`config.mk`:
```
export PLATFORM = sky130hd
export DESIGN_NAME = hazard_ctrl
export DESIGN_NICKNAME = d
export VERILOG_FILES = /design/src/rtl/hazard_ctrl_pkg.sv /design/src/rtl/hazard_scoreboard.sv /design/src/rtl/hazard_ctrl.sv
export SDC_FILE = /design/constraint.sdc
export NUM_CORES = 1
export LEC_CHECK = 0
export ABC_CLOCK_PERIOD_IN_PS = 2600
export BUFFER_PORTS_ARGS = -buffer_cell sky130_fd_sc_hd__buf_2
export CAP_MARGIN = 20
export CORE_MARGIN = 5
export CORE_UTILIZATION = 53
export CTS_BUF_LIST = sky130_fd_sc_hd__clkbuf_16
export DETAILED_ROUTE_END_ITERATION = 7
export PLACE_DENSITY = 0.79
export SLEW_MARGIN = 0
export SYNTH_ARGS = -nofsm -noshare
export SYNTH_HDL_FRONTEND = slang
export SYNTH_HIERARCHICAL = 1
export SYNTH_SLANG_ARGS = --single-unit
```
`constraint.sdc`:
```
create_clock -name clk -period 2.6 [get_ports clk]
set_clock_uncertainty 0.15 [all_clocks]
set_input_delay 0.13 -clock clk [delete_from_list [all_inputs] [get_ports clk]]
set_output_delay 0.13 -clock clk [all_outputs]
set_load 0.05 [all_outputs]
```
`src/rtl/hazard_ctrl_pkg.sv`:
```
// Shared definitions for the decode-stage hazard controller: FSM encoding and
// default sizing of the in-flight write tracking.
package hazard_ctrl_pkg;

  localparam int PEND_DEPTH_DEF = 2;
  localparam int REG_W_DEF      = 3;
  localparam int CNT_W_DEF      = 16;

  // 2'b11 is unused and recovers to ST_RUN.
  typedef enum logic [1:0] {
    ST_RUN    = 2'b00,
    ST_DRAIN  = 2'b01,
    ST_HALTED = 2'b10
  } ctrl_state_t;

endpackage

```
`src/rtl/hazard_scoreboard.sv`:
```
// Shift register of in-flight register writes (ID/EX, EX/MEM) and the RAW
// compare of the decode sources against every tracked destination.
module hazard_scoreboard
  import hazard_ctrl_pkg::*;
#(
  parameter int PEND_DEPTH = PEND_DEPTH_DEF,
  parameter int REG_W      = REG_W_DEF
) (
  input  logic             clk,
  input  logic             rst,
  input  logic             load_v,
  input  logic [REG_W-1:0] load_wr,
  input  logic [REG_W-1:0] rs,
  input  logic             rs_used,
  input  logic [REG_W-1:0] rt,
  input  logic             rt_used,
  output logic             raw_hit
);

  logic [PEND_DEPTH-1:0] ent_v;
  logic [REG_W-1:0]      ent_wr [PEND_DEPTH];

  always_ff @(posedge clk) begin
    if (rst) begin
      ent_v <= '0;
      for (int i = 0; i < PEND_DEPTH; i++) ent_wr[i] <= '0;
    end else begin
      ent_v[0]  <= load_v;
      ent_wr[0] <= load_wr;
      for (int i = 1; i < PEND_DEPTH; i++) begin
        ent_v[i]  <= ent_v[i-1];
        ent_wr[i] <= ent_wr[i-1];
      end
    end
  end

  // r0 is an ordinary register here, so no special-casing of specifier 0.
  always_comb begin
    raw_hit = 1'b0;
    for (int i = 0; i < PEND_DEPTH; i++) begin
      if (ent_v[i] && ((rs_used && (rs == ent_wr[i])) ||
                       (rt_used && (rt == ent_wr[i]))))
        raw_hit = 1'b1;
    end
  end

endmodule

```
`src/rtl/hazard_ctrl.sv`:
```
// Decode-stage sequencing controller: RAW stall, branch squash and HALT drain,
// plus a saturating count of RAW-stall cycles.
module hazard_ctrl
  import hazard_ctrl_pkg::*;
#(
  parameter int PEND_DEPTH = PEND_DEPTH_DEF,
  parameter int REG_W      = REG_W_DEF,
  parameter int CNT_W      = CNT_W_DEF
) (
  input  logic             clk,
  input  logic             rst,
  input  logic             id_valid,
  input  logic [REG_W-1:0] id_rs,
  input  logic             id_rs_used,
  input  logic [REG_W-1:0] id_rt,
  input  logic             id_rt_used,
  input  logic             id_regWrite,
  input  logic [REG_W-1:0] id_write_reg,
  input  logic             id_halt,
  input  logic             ex_branch_taken,
  output logic             stall_pc,
  output logic             flush_if_id,
  output logic             bubble_id_ex,
  output logic             halt_done,
  output logic [CNT_W-1:0] stall_cnt
);

  localparam int                DCNT_W    = $clog2(PEND_DEPTH + 2);
  localparam logic [DCNT_W-1:0] DRAIN_LEN = DCNT_W'(PEND_DEPTH + 1);

  ctrl_state_t       state, state_nxt;
  logic [DCNT_W-1:0] drain_cnt, drain_cnt_nxt;
  logic [CNT_W-1:0]  stall_cnt_nxt;
  logic              raw_hit;
  logic              sb_load_v;

  hazard_scoreboard #(
    .PEND_DEPTH (PEND_DEPTH),
    .REG_W      (REG_W)
  ) u_scoreboard (
    .clk     (clk),
    .rst     (rst),
    .load_v  (sb_load_v),
    .load_wr (id_write_reg),
    .rs      (id_rs),
    .rs_used (id_rs_used),
    .rt      (id_rt),
    .rt_used (id_rt_used),
    .raw_hit (raw_hit)
  );

  always_ff @(posedge clk) begin
    if (rst) begin
      state     <= ST_RUN;
      drain_cnt <= '0;
      stall_cnt <= '0;
    end else begin
      state     <= state_nxt;
      drain_cnt <= drain_cnt_nxt;
      stall_cnt <= stall_cnt_nxt;
    end
  end

  always_comb begin
    state_nxt     = state;
    drain_cnt_nxt = drain_cnt;
    stall_cnt_nxt = stall_cnt;
    stall_pc      = 1'b0;
    flush_if_id   = 1'b0;
    bubble_id_ex  = 1'b0;
    halt_done     = 1'b0;

    case (state)
      ST_RUN: begin
        // A taken branch squashes whatever sits in decode, stall or HALT alike.
        if (ex_branch_taken) begin
          flush_if_id  = 1'b1;
          bubble_id_ex = 1'b1;
        end else if (id_valid && raw_hit) begin
          stall_pc     = 1'b1;
          bubble_id_ex = 1'b1;
          if (stall_cnt != '1) stall_cnt_nxt = stall_cnt + CNT_W'(1);
        end else if (id_valid && id_halt) begin
          state_nxt     = ST_DRAIN;
          drain_cnt_nxt = DRAIN_LEN;
        end
      end
      ST_DRAIN: begin
        stall_pc      = 1'b1;
        flush_if_id   = 1'b1;
        bubble_id_ex  = 1'b1;
        drain_cnt_nxt = drain_cnt - DCNT_W'(1);
        if (drain_cnt <= DCNT_W'(1)) state_nxt = ST_HALTED;
      end
      ST_HALTED: begin
        stall_pc     = 1'b1;
        flush_if_id  = 1'b1;
        bubble_id_ex = 1'b1;
        halt_done    = 1'b1;
      end
      default: state_nxt = ST_RUN;
    endcase

    // Keep the pipe controls quiet while reset is held, before state settles.
    if (rst) begin
      stall_pc     = 1'b0;
      flush_if_id  = 1'b0;
      bubble_id_ex = 1'b0;
      halt_done    = 1'b0;
    end

    sb_load_v = id_valid & id_regWrite & ~stall_pc & ~bubble_id_ex;
  end

endmodule

```
# Word level (Yosys, flattened, before mapping)
# Memory sizes are Yosys's and may differ from the RTL's.
# Cells that the tools add are included.
# totals
register_bits,22
ram_bits,6
mem_bits_ro,0
n_memories,1
in_bits,17
latch_bits,0
# classes
shift,0
n_div,0
order_cmp,1
bitwise_logic,9
mux,28
n_reduce_logical,16
n_eq_ne,11
add_sub_neg,2
mul,0
# mem_list
memory,depth,width,read_ports,rd_ports_with_merged_regs,write_ports,line_no,source
u_scoreboard.ent_wr,2,3,2,0,2,hazard_scoreboard.sv:21,logic [REG_W-1:0] ent_wr [PEND_DEPTH];
# op_table
cell,count
"16-bit by 1-bit adder with 16-bit output, second input constant",1
"16-bit inequality test, second input constant",1
1-bit 2-to-1 mux,14
2-bit 2-to-1 mux,7
3-bit == test,4
1-bit logical AND,8
"2-bit inequality test, second input constant",4
4-bit AND reduction,2
3-bit 2-to-1 mux,2
1-bit one-hot mux with 2 select lines,3
2-bit one-hot mux with 3 select lines,1
5-bit AND reduction,1
1-bit inverter,4
2-bit one-hot mux with 2 select lines,1
1-bit bitwise AND,3
"2-bit by 1-bit == test with 1-bit output, second input constant",1
"2-bit == test, second input constant",1
"2-bit by 1-bit <= comparator with 1-bit output, second input constant",1
2-bit zero test,1
1-bit logical OR,2
1-bit OR,2
2-bit nonzero test,1
2-bit OR reduction,1
"2-bit by 1-bit subtractor with 2-bit output, second input constant",1

# Longest topological paths before layout
# Gate-level depths: netlist of run 1.
# logic_depth
word_depth,14
ltp_mapped,10
depth_no_buf,9

# By module
# The synthesis of run 1 kept the hierarchy.
# by_module_without_submodules
mod,seq_area_each_um2,n_inst,cells_each,area_each_um2
hazard_ctrl,400.4,1,141,1221.2
hazard_scoreboard,160.2,1,35,356.6

# Worst setup path after synthesis of run 1
# Ideal clock, no wire load.
# synth_path
kind,register to register
startpoint,memory u_scoreboard/ent_wr[0][1] in the netlist's numbering
endpoint,register u_scoreboard.ent_v[0]
arrival_time_ns,2.288
t_required_ns,2.336
path_slack_ns,0.048
path_buffers,0
path_stages_with_launch,10
path_cell_list,dfxtp_1 -> xnor2_1 -> nand4_1 -> nand2_1 -> a22o_1 -> a21o_1 -> a21oi_1 -> nor3_1 -> nor2_1 -> nor2b_1
# synth_lines
element,line_no,source
"start, declared",hazard_scoreboard.sv:21,
"end signal, assigned",hazard_scoreboard.sv:28,ent_v[0] <= load_v;
"end signal, assigned by index",hazard_scoreboard.sv:31,ent_v[i] <= ent_v[i-1];
"end, declared",hazard_scoreboard.sv:20,logic [PEND_DEPTH-1:0] ent_v;

==> qor.txt, run 1 <==
VDD IR-drop max - 0.5293 mV
H-tree lvl count - 1
Static leakage - 0.7797 nW
Via count - 1,440
Mapped Area - 0.001578 mm^2
Crit path from - u_scoreboard/ent_wr[0][0]$_SDFF_PP0_
Crit Path Class - reg -> reg
Rows - 19
First-pass GRT wire length - 6.161 mm
Distinct cells, synth - 38
Worst R2R Setup Slack - 0.22 ns
Post-DP HPWL - 2.708 mm
Crit path to - stall_cnt[15]$_SDFFE_PP0P_
Reg2reg path depth - 8
Synth area leader - dfxtp_1
Ports - 37
DR pass1 iterations - 4
Core area - 0.002805 mm^2
TNS Setup - 0 ns
Max-cap violation count - 0
Die span in y - 64.56 um
PD cells - 667.7 mW/mm^2
TritonCTS clock tree - done
Number of global-route vias before repair - 1,352
Overflow after GRT - 0
Synth top area share - 0.3553
Synth top area cells - dfxtp_1 36%, xnor2_1 6.7%, nor2b_1 5.6%
Initial antenna violation count - 0
Post-CTS setup buffer count - 0
Clk Tree Root Cell - clkbuf_16
Seq/Total Area, Yosys - 0.3553
Total power - 0.001261 W
Die area - 0.004168 mm^2
Tmin final - 2.383 ns
Nets@finish - 238
Total Wirelength - 3.655 mm
Clock Sink Count - 28
Crit. End Element - flop
Die width - 64.56 um
RSZ-0062 raised after global routing - no
CTS max path bufs - 2
#FFs+latches synth - 28
Final period utilization - 0.9165
ANT nets after route - 0
Finished Layout Cells - 245
Final Max Tran Viols - 0
Slew @ Worst Pin - 0.6223 ns
RePlAce Congestion - 0.8244
Yosys warnings - 6
Largest net degree at the start of global routing - 39
Hold Vio Cnt, Final - 0
Req. time, crit path - 2.63 ns
Clock slew at reported path FFs - 0.07 ns
Worst flop-to-flop path startpoint - u_scoreboard/ent_wr[0][0]$_SDFF_PP0_
Max_slew headroom - 0.5851
Commonest non-fill, non-tap cell in the layout - buf_2
Hold WC Path Type - in -> reg
Wire per inst - 14.92 um
RR Endpoint - stall_cnt[15]$_SDFFE_PP0P_
Total CTS buffers - 3
Clk_lat worst skew - 0.27 ns
# port buffers - 36
Commonest cells after routing, fill and taps aside - 36 x buf_2, 28 x dfxtp_1, 15 x a21oi_1, 15 x nor2_1, 14 x nor2b_1
Layout area overhead - 19.67%
Drt drc - 0
Final setup fails - 0
Critical path arrival - 2.41 ns
Crit-path max FO - 9
Global-route usage over all layers - 0.1872
CP Launch Type - flop
Vias/cell - 5.878
Gate Count Post-Synth - 176
Starting Density - 0.5624
Antenna Cells - 0
Starting DRT DRC Count - 92
Mean Syn Cell Area - 8.965 um^2
Share of cells above drive strength 1 - 0.2477
Status - finished clean
Placed Cells incl. Taps - 238
Max Clk Rate - 419.7 MHz
Syn Nets - 199
Fin util - 0.6731
-- synthesized netlist by cell type --
cell type and count:
a211oi_1 3, a21boi_2 1, a21o_1 1, a21oi_1 15, a221oi_1 1, a22o_1 1, a311oi_1 2, a31oi_1 1
and2_1 1, and3_1 1, and4_1 2, and4b_1 1, buf_4 1, buf_6 4, clkbuf_1 2, dfxtp_1 28
ha_1 6, inv_1 6, mux2_2 5, mux2i_1 2, nand2_1 10, nand2b_1 2, nand3_1 3, nand3_4 1
nand4_1 8, nand4_4 1, nand4bb_1 1, nor2_1 15, nor2b_1 14, nor3_1 6, nor3_2 1, nor4_1 1
o211ai_1 1, o21ai_0 1, o31ai_1 7, or3_2 1, or4_1 7, xnor2_1 12
-- cell type report --
class | instances | area (um^2)
Sequential cell | 28 | 560.5
Clock inverter | 1 | 30.03
Tap cell | 31 | 38.79
Timing Repair Buffer | 41 | 225.2
Fill cell | 226 | 917.1
Inverter | 6 | 22.52
Multi-Input combinational cell | 135 | 935.9
Clock buffer | 3 | 75.07
-- worst max-delay path, stage by stage (launching register included) --
cell,delay [ns]
dfxtp_1,0.34
xnor2_1,0.19
nand4_1,0.12
nand2_1,0.08
a22o_1,0.17
and4b_2,0.34
nand4_4,0.18
or4_1,0.53
a21oi_1,0.20
-- how the worst min path moves through the flow --
stage	depth (start not counted)	start	to	slack [ns]
3_3_place_gp	2	id_write_reg[0]	u_scoreboard/ent_wr[0][0]$_SDFF_PP0_	0.19
6_report	4	id_regWrite	u_scoreboard/ent_v[0]$_SDFF_PP0_	0.05
2_1_floorplan	1	rst	u_scoreboard/ent_v[0]$_SDFF_PP0_	0.05
5_1_grt	4	id_regWrite	u_scoreboard/ent_v[0]$_SDFF_PP0_	0.07
4_1_cts	4	id_regWrite	u_scoreboard/ent_v[0]$_SDFF_PP0_	0.05
3_5_place_dp	2	id_write_reg[0]	u_scoreboard/ent_wr[0][0]$_SDFF_PP0_	0.21
-- stage by stage --
step                cell area, um^2  setup slack (ns)  hold slack [ns]
finish                         1888            0.2172          0.04578
global route                   1888           0.06841          0.07450
CTS                            1887            0.1355          0.05128
detailed placement             1752            0.2884           0.2088
global placement               1752            0.3394           0.1923
floorplan                      1578           0.04796          0.05161
-- cells by family (layout without fill, tap and decap cells) --
kind of cell,count (synthesis),after routing,synth area share
AND/OR/NAND/NOR,76,76,0.2887
AO/OA/AOI/OAI,34,34,0.1412
flip-flops,28,28,0.3553
buffers and inverters,13,51,0.05234
XOR/XNOR,12,12,0.06661
multiplexers,7,7,0.04837
adder cells (fa/ha/maj),6,6,0.04758
-- per-layer routing --
metal | vias up | share of wire | track usage | wire length, um
met1 | 679 | 0.43 | 0.2188 | 1565
met5 | - | 0 | 0 | 0
met4 | 0 | 0.019 | 0.08443 | 70
met3 | 7 | 0.047 | 0.03454 | 170
li1 | 717 | - | - | -
met2 | 37 | 0.51 | 0.3325 | 1848
-- where the power goes --
part / leakage (nW) / internal, W / switching [W]
combinational: 0.501 / 0.000118 / 0.000192
sequential: 0.228 / 0.000461 / 0.0000269
clock: 0.0511 / 0.000307 / 0.000156
total: 0.780 / 0.000886 / 0.000375
-- sequential cells by signal, indices dropped and copies added (netlist names) --
register,count
state,2
u_scoreboard/ent_wr,6
u_scoreboard/ent_v,2
stall_cnt,16
drain_cnt,2
-- timing repair --
item	4_1_cts	5_1_grt
setup endpoints to repair	0	1
resized for setup	0	1
hold buffers	3	0
hold endpoints to repair	3	0
Power figures use the tool's default switching activity.
==> run 2, diff against run 1 <==
Settings changed: CELL_PAD_IN_SITES_DETAIL_PLACEMENT set to 2, CELL_PAD_IN_SITES_GLOBAL_PLACEMENT set to 2, CORE_UTILIZATION 53 to 31, PLACE_DENSITY 0.79 to unset, PLACE_DENSITY_LB_ADDON set to 0.1.
==> run 2 against run 1 <==
Routed wire length increased by 22%. Core utilization shrank 29 points. Die area is 59% higher. Via count rose by 1.4%. Power decreased by 7.2%. First-iteration DRC count decreased by 46%. Clock power shrank 23%. Critical path type unchanged. Sequential share of layout area is 0.35 points lower. Non-clock buffer count is the same. Fmax is 0.83% higher.
==> qor.txt, run 2 (synthesis results as in run 1) <==
Critical path arrival - 2.40 ns (about the same)
Worst hold slack - 0.06862 ns (+0.02283 ns)
Nets@finish - 238 (unchanged)
Biggest regs - stall_cnt: 16 flops, u_scoreboard/ent_wr: 6 flops
Die area - 0.006616 mm^2 (+59%)
Total Wirelength - 4.459 mm (+22%)
Sw Pwr - 0.0003819 W (+1.9%)
VDD IR-drop max - 0.3558 mV (-33%)
Reg area - 560.5 um^2 (unchanged)
RePlAce Congestion - 0.7848 (-4.8%)
Final period utilization - 0.9089 (-0.007580)
Static leakage - 0.7672 nW (-1.6%)
Clock Sink Count - 28 (unchanged)
Initial antenna violation count - 0 (unchanged)
Tmin final - 2.363 ns (-0.01971 ns)
Flop pwr share - 0.418 (+0.031)
Placed Cells incl. Taps - 277 (+16%)
Area of the multi-input gates - 935.9 um^2 (unchanged)
Antenna Cells - 0 (unchanged)
Global-route usage over all layers - 0.1451 (-0.04214)
Max_slew headroom - 0.5403 (-0.04486)
Int Power - 0.0007876 W (-11%)
Power share of the clock group - 0.305 (-0.062)
Dpl cell area - 0.001800 mm^2 (+2.8%)
Largest net degree at the start of global routing - 39 (unchanged)
Final setup fails - 0 (unchanged)
Worst path bufs/invs - 0 (unchanged)
Die span in y - 81.34 um (+26%)
Drt drc - 0 (unchanged)
Clock slew at reported path FFs - 0.07 ns (about the same)
TritonCTS clock tree - done
Comb pwr share - 0.276 (+0.030)
Wl on met1 - 1.924 mm (+23%)
Req. time, crit path - 2.64 ns (about the same)
Worst R2R Setup Slack - 0.24 ns (+0.02 ns)
Commonest cells after routing, fill and taps aside - 36 x buf_2, 28 x dfxtp_1, 15 x a21oi_1, 15 x nor2_1, 14 x nor2b_1
Slew @ Worst Pin - 0.6896 ns (+0.06729 ns)
Overflow after GRT - 0 (unchanged)
Final Max Tran Viols - 0 (unchanged)
TNS Setup - 0 ns (unchanged)
Starting DRT DRC Count - 50 (-46%)
Die width - 81.34 um (+26%)
Vias/cell - 5.141 (-13%)
Via count - 1,460 (+1.4%)
Fin util - 0.3814 (-0.2917)
Wire per inst - 15.70 um (+5.2%)
Biggest register - stall_cnt
Crit. End Element - flop
Finished Layout Cells - 284 (+16%)
Share of cells above drive strength 1 - 0.2430 (-0.004673)
DR pass1 iterations - 4 (unchanged)
Total CTS buffers - 3 (unchanged)
Number of global-route vias before repair - 1,600 (+18%)
Clk_lat worst skew - 0.26 ns (about the same)
Post-DP HPWL - 3.396 mm (+25%)
Status - finished clean
Hold Vio Cnt, Final - 0 (unchanged)
Crit Path Class - reg -> reg
CP max stage cell - or4_1
Layout area overhead - 21.09%
Max-cap violation count - 0 (unchanged)
Top sig layer - met4
Routed wl met3 - 187 um (+10%)
Delay-heaviest family, CP - simple AND/OR/NAND/NOR gates
H-tree lvl count - 1 (unchanged)
Net Sw Frac - 0.3266 (+0.02940)
Fin area - 0.001911 mm^2 (+1.2%)
ANT nets after route - 0 (unchanged)
CP Launch Type - flop
CTS max path bufs - 2 (unchanged)
# port buffers - 36 (unchanged)
Hold WC Path Type - in -> reg
Rows - 26 (+7)
Ports - 37 (unchanged)
Starting Density - 0.3149 (-0.2475)
Crit-path max FO - 9 (unchanged)
PD cells - 612.1 mW/mm^2 (-8.3%)
Routed wl met2 - 2.306 mm (+25%)
First-pass GRT wire length - 7.631 mm (+24%)
Crit path largest cell delay - 0.55 ns (+0.02 ns)
Max Clk Rate - 423.2 MHz (+0.83%)
Clk Tree Root Cell - clkbuf_16
Core area - 0.005010 mm^2 (+79%)
Commonest non-fill, non-tap cell in the layout - buf_2
RSZ-0062 raised after global routing - no
Max FFs per register - 16 (unchanged)
Worst-path cell chain - xnor2_1 -> nand4_1 -> nand2_1 -> a22o_1 -> and4b_2 -> nand4_4 -> or4_1 -> a21oi_1
FILL cells - 619 (+170%)
==> run 2: layout make-up <==
| cell class | count | area share |
|---|---|---|
| multi-input combinational | 135 | 0.4899 |
| clock buffer | 3 | 0.03929 |
| timing repair buffer | 41 | 0.1179 |
| inverter | 6 | 0.01179 |
| tap | 70 | 0.04584 |
| sequential | 28 | 0.2934 |
| clock inverter | 1 | 0.001965 |
==> run 2: power by group through the flow <==
stage / registers (W) / logic [W] / clock network, W
floorplan: 0.000492 / 0.000258 / 0
global placement: 0.000497 / 0.000308 / 0
detailed placement: 0.000501 / 0.000324 / 0
CTS: 0.000490 / 0.000330 / 0.000372
global route: 0.000497 / 0.000364 / 0.000384
finish: 0.000489 / 0.000323 / 0.000357
==> run 2: stage by stage <==
step | total power [W] | worst slack (ns)
final | 0.001170 | 0.2369
after global routing | 0.001245 | 0.06432
after CTS | 0.001193 | 0.1111
after detailed placement | 0.0008246 | 0.1327
after global placement | 0.0008051 | 0.2782
after floorplan | 0.0007498 | 0.04796
==> run 2: worst register-to-register path, delay by kind of cell (launching register included) <==
family / cells / cell delay, ns
xor+xnor: 1 / 0.14
compound gates: 2 / 0.33
simple gates: 5 / 1.29
flops: 1 / 0.38
==> run 2: worst paths after layout <==
path,start,to,cells past startpoint
min reg2reg,u_scoreboard/ent_v[0]$_SDFF_PP0_,u_scoreboard/ent_v[1]$_SDFF_PP0_,1
max,u_scoreboard/ent_wr[0][1]$_SDFF_PP0_,stall_cnt[15]$_SDFFE_PP0P_,8
max reg2reg,u_scoreboard/ent_wr[0][1]$_SDFF_PP0_,stall_cnt[15]$_SDFFE_PP0P_,8
min,id_regWrite,u_scoreboard/ent_v[0]$_SDFF_PP0_,4
==> run 2: metal layers <==
layer / vias up / GRT usage
met1: 720 / 0.1734
met5: - / 0
li1: 716 / -
met3: 4 / 0.02882
met4: 0 / 0.03041
met2: 20 / 0.2655
==> run 2: timing repair <==
action / CTS / global route
endpoints found under the hold margin: 3 / 0
setup endpoints to repair: 0 / 3
buffers inserted: 0 / 0
hold buffers: 3 / 0
gates resized for setup: 0 / 1
==> run 3, diff against run 2 <==
Settings changed: ABC_AREA set to 1, CORE_ASPECT_RATIO set to 0.9, CORE_UTILIZATION 31 to 28.
==> run 3 against run 2 <==
Global-route usage shrank 0.82 points. Die area up 20%. Worst hold slack got worse by 0.056 ns. Sequential cell count unchanged. Highest routed layer unchanged. Final area increased by 9.4%. Area after synthesis up 11%. Critical path type is now reg -> out. Largest cell class unchanged.
==> qor.txt, run 3 <==
Final setup fails - 0 (unchanged)
Clk_lat worst skew - 0.26 ns (about the same)
H-tree lvl count - 1 (unchanged)
Total CTS buffers - 3 (unchanged)
Asr flop ratio synth - 0 (unchanged)
Starting Density - 0.2870 (-0.02790)
Crit Path Class - reg -> out
Post-DP HPWL - 4.102 mm (+21%)
Commonest non-fill, non-tap cell in the layout - nand2_1
Post-CTS setup buffer count - 0 (unchanged)
Mux contribution to synthesized area - 0 (-0.04837)
Mean Syn Cell Area - 6.234 um^2 (-30%)
Clock slew at reported path FFs - 0.07 ns (about the same)
Ys flop type - dfxtp_1
#FFs+latches synth - 28 (unchanged)
Wire per inst - 13.03 um (-17%)
Distinct cells, synth - 22 (-42%)
Share of cells above drive strength 1 - 0.1887 (-0.05431)
Mapped Area - 0.001745 mm^2 (+11%)
Post-Synth Simple-Gate Area - 0.3871 (+0.09844)
Pre-CTS setup slack - 0.4308 ns (+0.2981 ns)
Vias/cell - 4.597 (-11%)
Core area - 0.006081 mm^2 (+21%)
Syn Nets - 303 (+52%)
PD cells - 590.4 mW/mm^2 (-3.6%)
Critical path arrival - 1.87 ns (-0.53 ns)
Final Max Tran Viols - 0 (unchanged)
Max_slew headroom - 0.6641 (+0.1238)
Initial antenna violation count - 0 (unchanged)
Biggest register - stall_cnt
Dpl cell area - 0.001982 mm^2 (+10%)
Antenna Cells - 0 (unchanged)
CTS max path bufs - 2 (unchanged)
TNS Setup - 0 ns (unchanged)
DR pass1 iterations - 4 (unchanged)
Crit path largest cell delay - 0.37 ns (-0.18 ns)
Commonest cells after routing, fill and taps aside - 94 x nand2_1, 47 x nor2_1, 40 x inv_1
Seq/Total Area, Yosys - 0.3211 (-0.03413)
Number of global-route vias before repair - 1,904 (+19%)
Max-cap violation count - 0 (unchanged)
Largest net degree at the start of global routing - 21 (-46%)
Crit. End Element - primary output
Status - finished clean
Total Wirelength - 5.082 mm (+14%)
Biggest regs - stall_cnt: 16 flops, u_scoreboard/ent_wr: 6 flops
Gate Count Post-Synth - 280 (+59%)
Nets@finish - 342 (+44%)
Starting DRT DRC Count - 26 (-48%)
Final worst slack - 0.4483 ns (+0.2114 ns)
Die span in y - 84.90 um (+4.4%)
Synth Area in Compound Gates - 0.1090 (-0.03220)
Hold buffer count at cts - 3 (unchanged)
Fin area - 0.002091 mm^2 (+9.4%)
Worst-path cell chain - inv_1 -> nand2_1 -> nand2_1 -> nor2_1 -> nand2_1 -> nand2_1 -> nand2_1 -> nand2_1 -> nand3_2 -> nor2_4 -> o21a_1 -> buf_2
Crit-path max FO - 6 (-3)
Rows - 27 (+3.8%)
Post-synthesis adder-cell area fraction - 0.04301 (-0.004571)
Via count - 1,793 (+23%)
Synth top area share - 0.3211 (-0.03413)
Die width - 93.23 um (+15%)
Yosys warnings - 6 (unchanged)
Synth top area cells - dfxtp_1 32%, nand2_1 20%, nor2_1 10%
Layout area overhead - 19.79%
FILL cells - 802 (+30%)
Post-cts gate resize count - 0 (unchanged)
Static leakage - 1.003 nW (+31%)
Die area - 0.007915 mm^2 (+20%)
Drt drc - 0 (unchanged)
Hold Vio Cnt, Final - 0 (unchanged)
Ports - 37 (unchanged)
Max Clk Rate - 464.7 MHz (+9.8%)
Most numerous cell in the Yosys netlist - nand2_1
Tmin final - 2.152 ns (-0.2114 ns)
Global-route usage over all layers - 0.1369 (-0.008184)
Hold WC Path Type - in -> reg
Worst hold slack - 0.01236 ns (-0.05625 ns)
CP max stage cell - dfxtp_1
Overflow after GRT - 0 (unchanged)
Final period utilization - 0.8276 (-0.08131)
Post-Synth XOR/XNOR Area - 0.03011 (-0.03651)
VDD IR-drop max - 0.2835 mV (-20%)
Slew @ Worst Pin - 0.5038 ns (-0.1858 ns)
Req. time, crit path - 2.32 ns (-0.32 ns)
Synth area leader - dfxtp_1
RSZ-0062 raised after global routing - no
Critical Path Most Common Cell - nand2_1
Post-synth EDFFs - 0 (unchanged)
TritonCTS clock tree - done
ANT nets after route - 0 (unchanged)
Synth top cells by count - 94 x nand2_1, 47 x nor2_1, 40 x inv_1, 28 x dfxtp_1, 10 x a21oi_2
CP Launch Type - flop
First-pass GRT wire length - 8.783 mm (+15%)
Max FFs per register - 16 (unchanged)
Clk Tree Root Cell - clkbuf_16
# port buffers - 36 (unchanged)
Largest family of logic cells by synthesized area - simple AND/OR/NAND/NOR gates
RePlAce Congestion - 0.7364 (-6.2%)
Clock Sink Count - 28 (unchanged)
==> run 3: stage by stage <==
step / util / instances / power, W
after floorplan: - / 280 / 0.0007834
after detailed placement: 0.3259 / 383 / 0.0008914
after global placement: 0.3259 / 383 / 0.0008816
after CTS: 0.3438 / 390 / 0.001265
after global routing: 0.3438 / 390 / 0.001337
final: 0.3438 / 390 / 0.001234
==> run 3: worst max-delay path, delay by kind of cell, from the launching register on <==
family,cells,cell delay [ns]
simple gates,9,0.75
compound gates,1,0.16
flops,1,0.37
buf+inv,2,0.33
==> run 3: worst paths after layout <==
kind	from	to	slack [ns]	cells after the start
max	u_scoreboard/ent_wr[0][5]$_SDFF_PP0_	stall_pc	0.45	12
min	id_regWrite	u_scoreboard/ent_v[0]$_SDFF_PP0_	0.01	5
max reg2reg	u_scoreboard/ent_wr[0][5]$_SDFF_PP0_	stall_cnt[11]$_SDFFE_PP0P_	0.47	14
min reg2reg	u_scoreboard/ent_v[0]$_SDFF_PP0_	u_scoreboard/ent_v[1]$_SDFF_PP0_	0.28	2
==> run 3: where the power goes <==
part           total (W)  internal (W)  switching [W]
combinational   0.000391      0.000122       0.000270
sequential      0.000485      0.000463      0.0000223
clock           0.000358      0.000206       0.000151
==> run 3: final cells by class <==
cell class | instances | area, um^2 | area share
multi-input combinational | 205 | 993.5 | 0.4752
sequential | 28 | 560.5 | 0.2681
timing repair buffer | 39 | 210.2 | 0.1005
inverter | 42 | 157.7 | 0.07540
tap | 72 | 90.09 | 0.04309
clock buffer | 3 | 75.07 | 0.03591
clock inverter | 1 | 3.754 | 0.001795
==> run 3: routing by layer <==
metal | global-route usage | wire (um)
met1 | 0.1771 | 2515
met2 | 0.2364 | 2393
met3 | 0.02571 | 138
met4 | 0.02796 | 34
met5 | 0 | 0
==> run 3: cell families after synthesis <==
logic type / after synthesis
AOI/OAI and AO/OA: 29
xor gates and xnor gates: 6
and+or+nand+nor: 164
DFF: 28
buffers and inverters: 47
adders and majority gates: 6
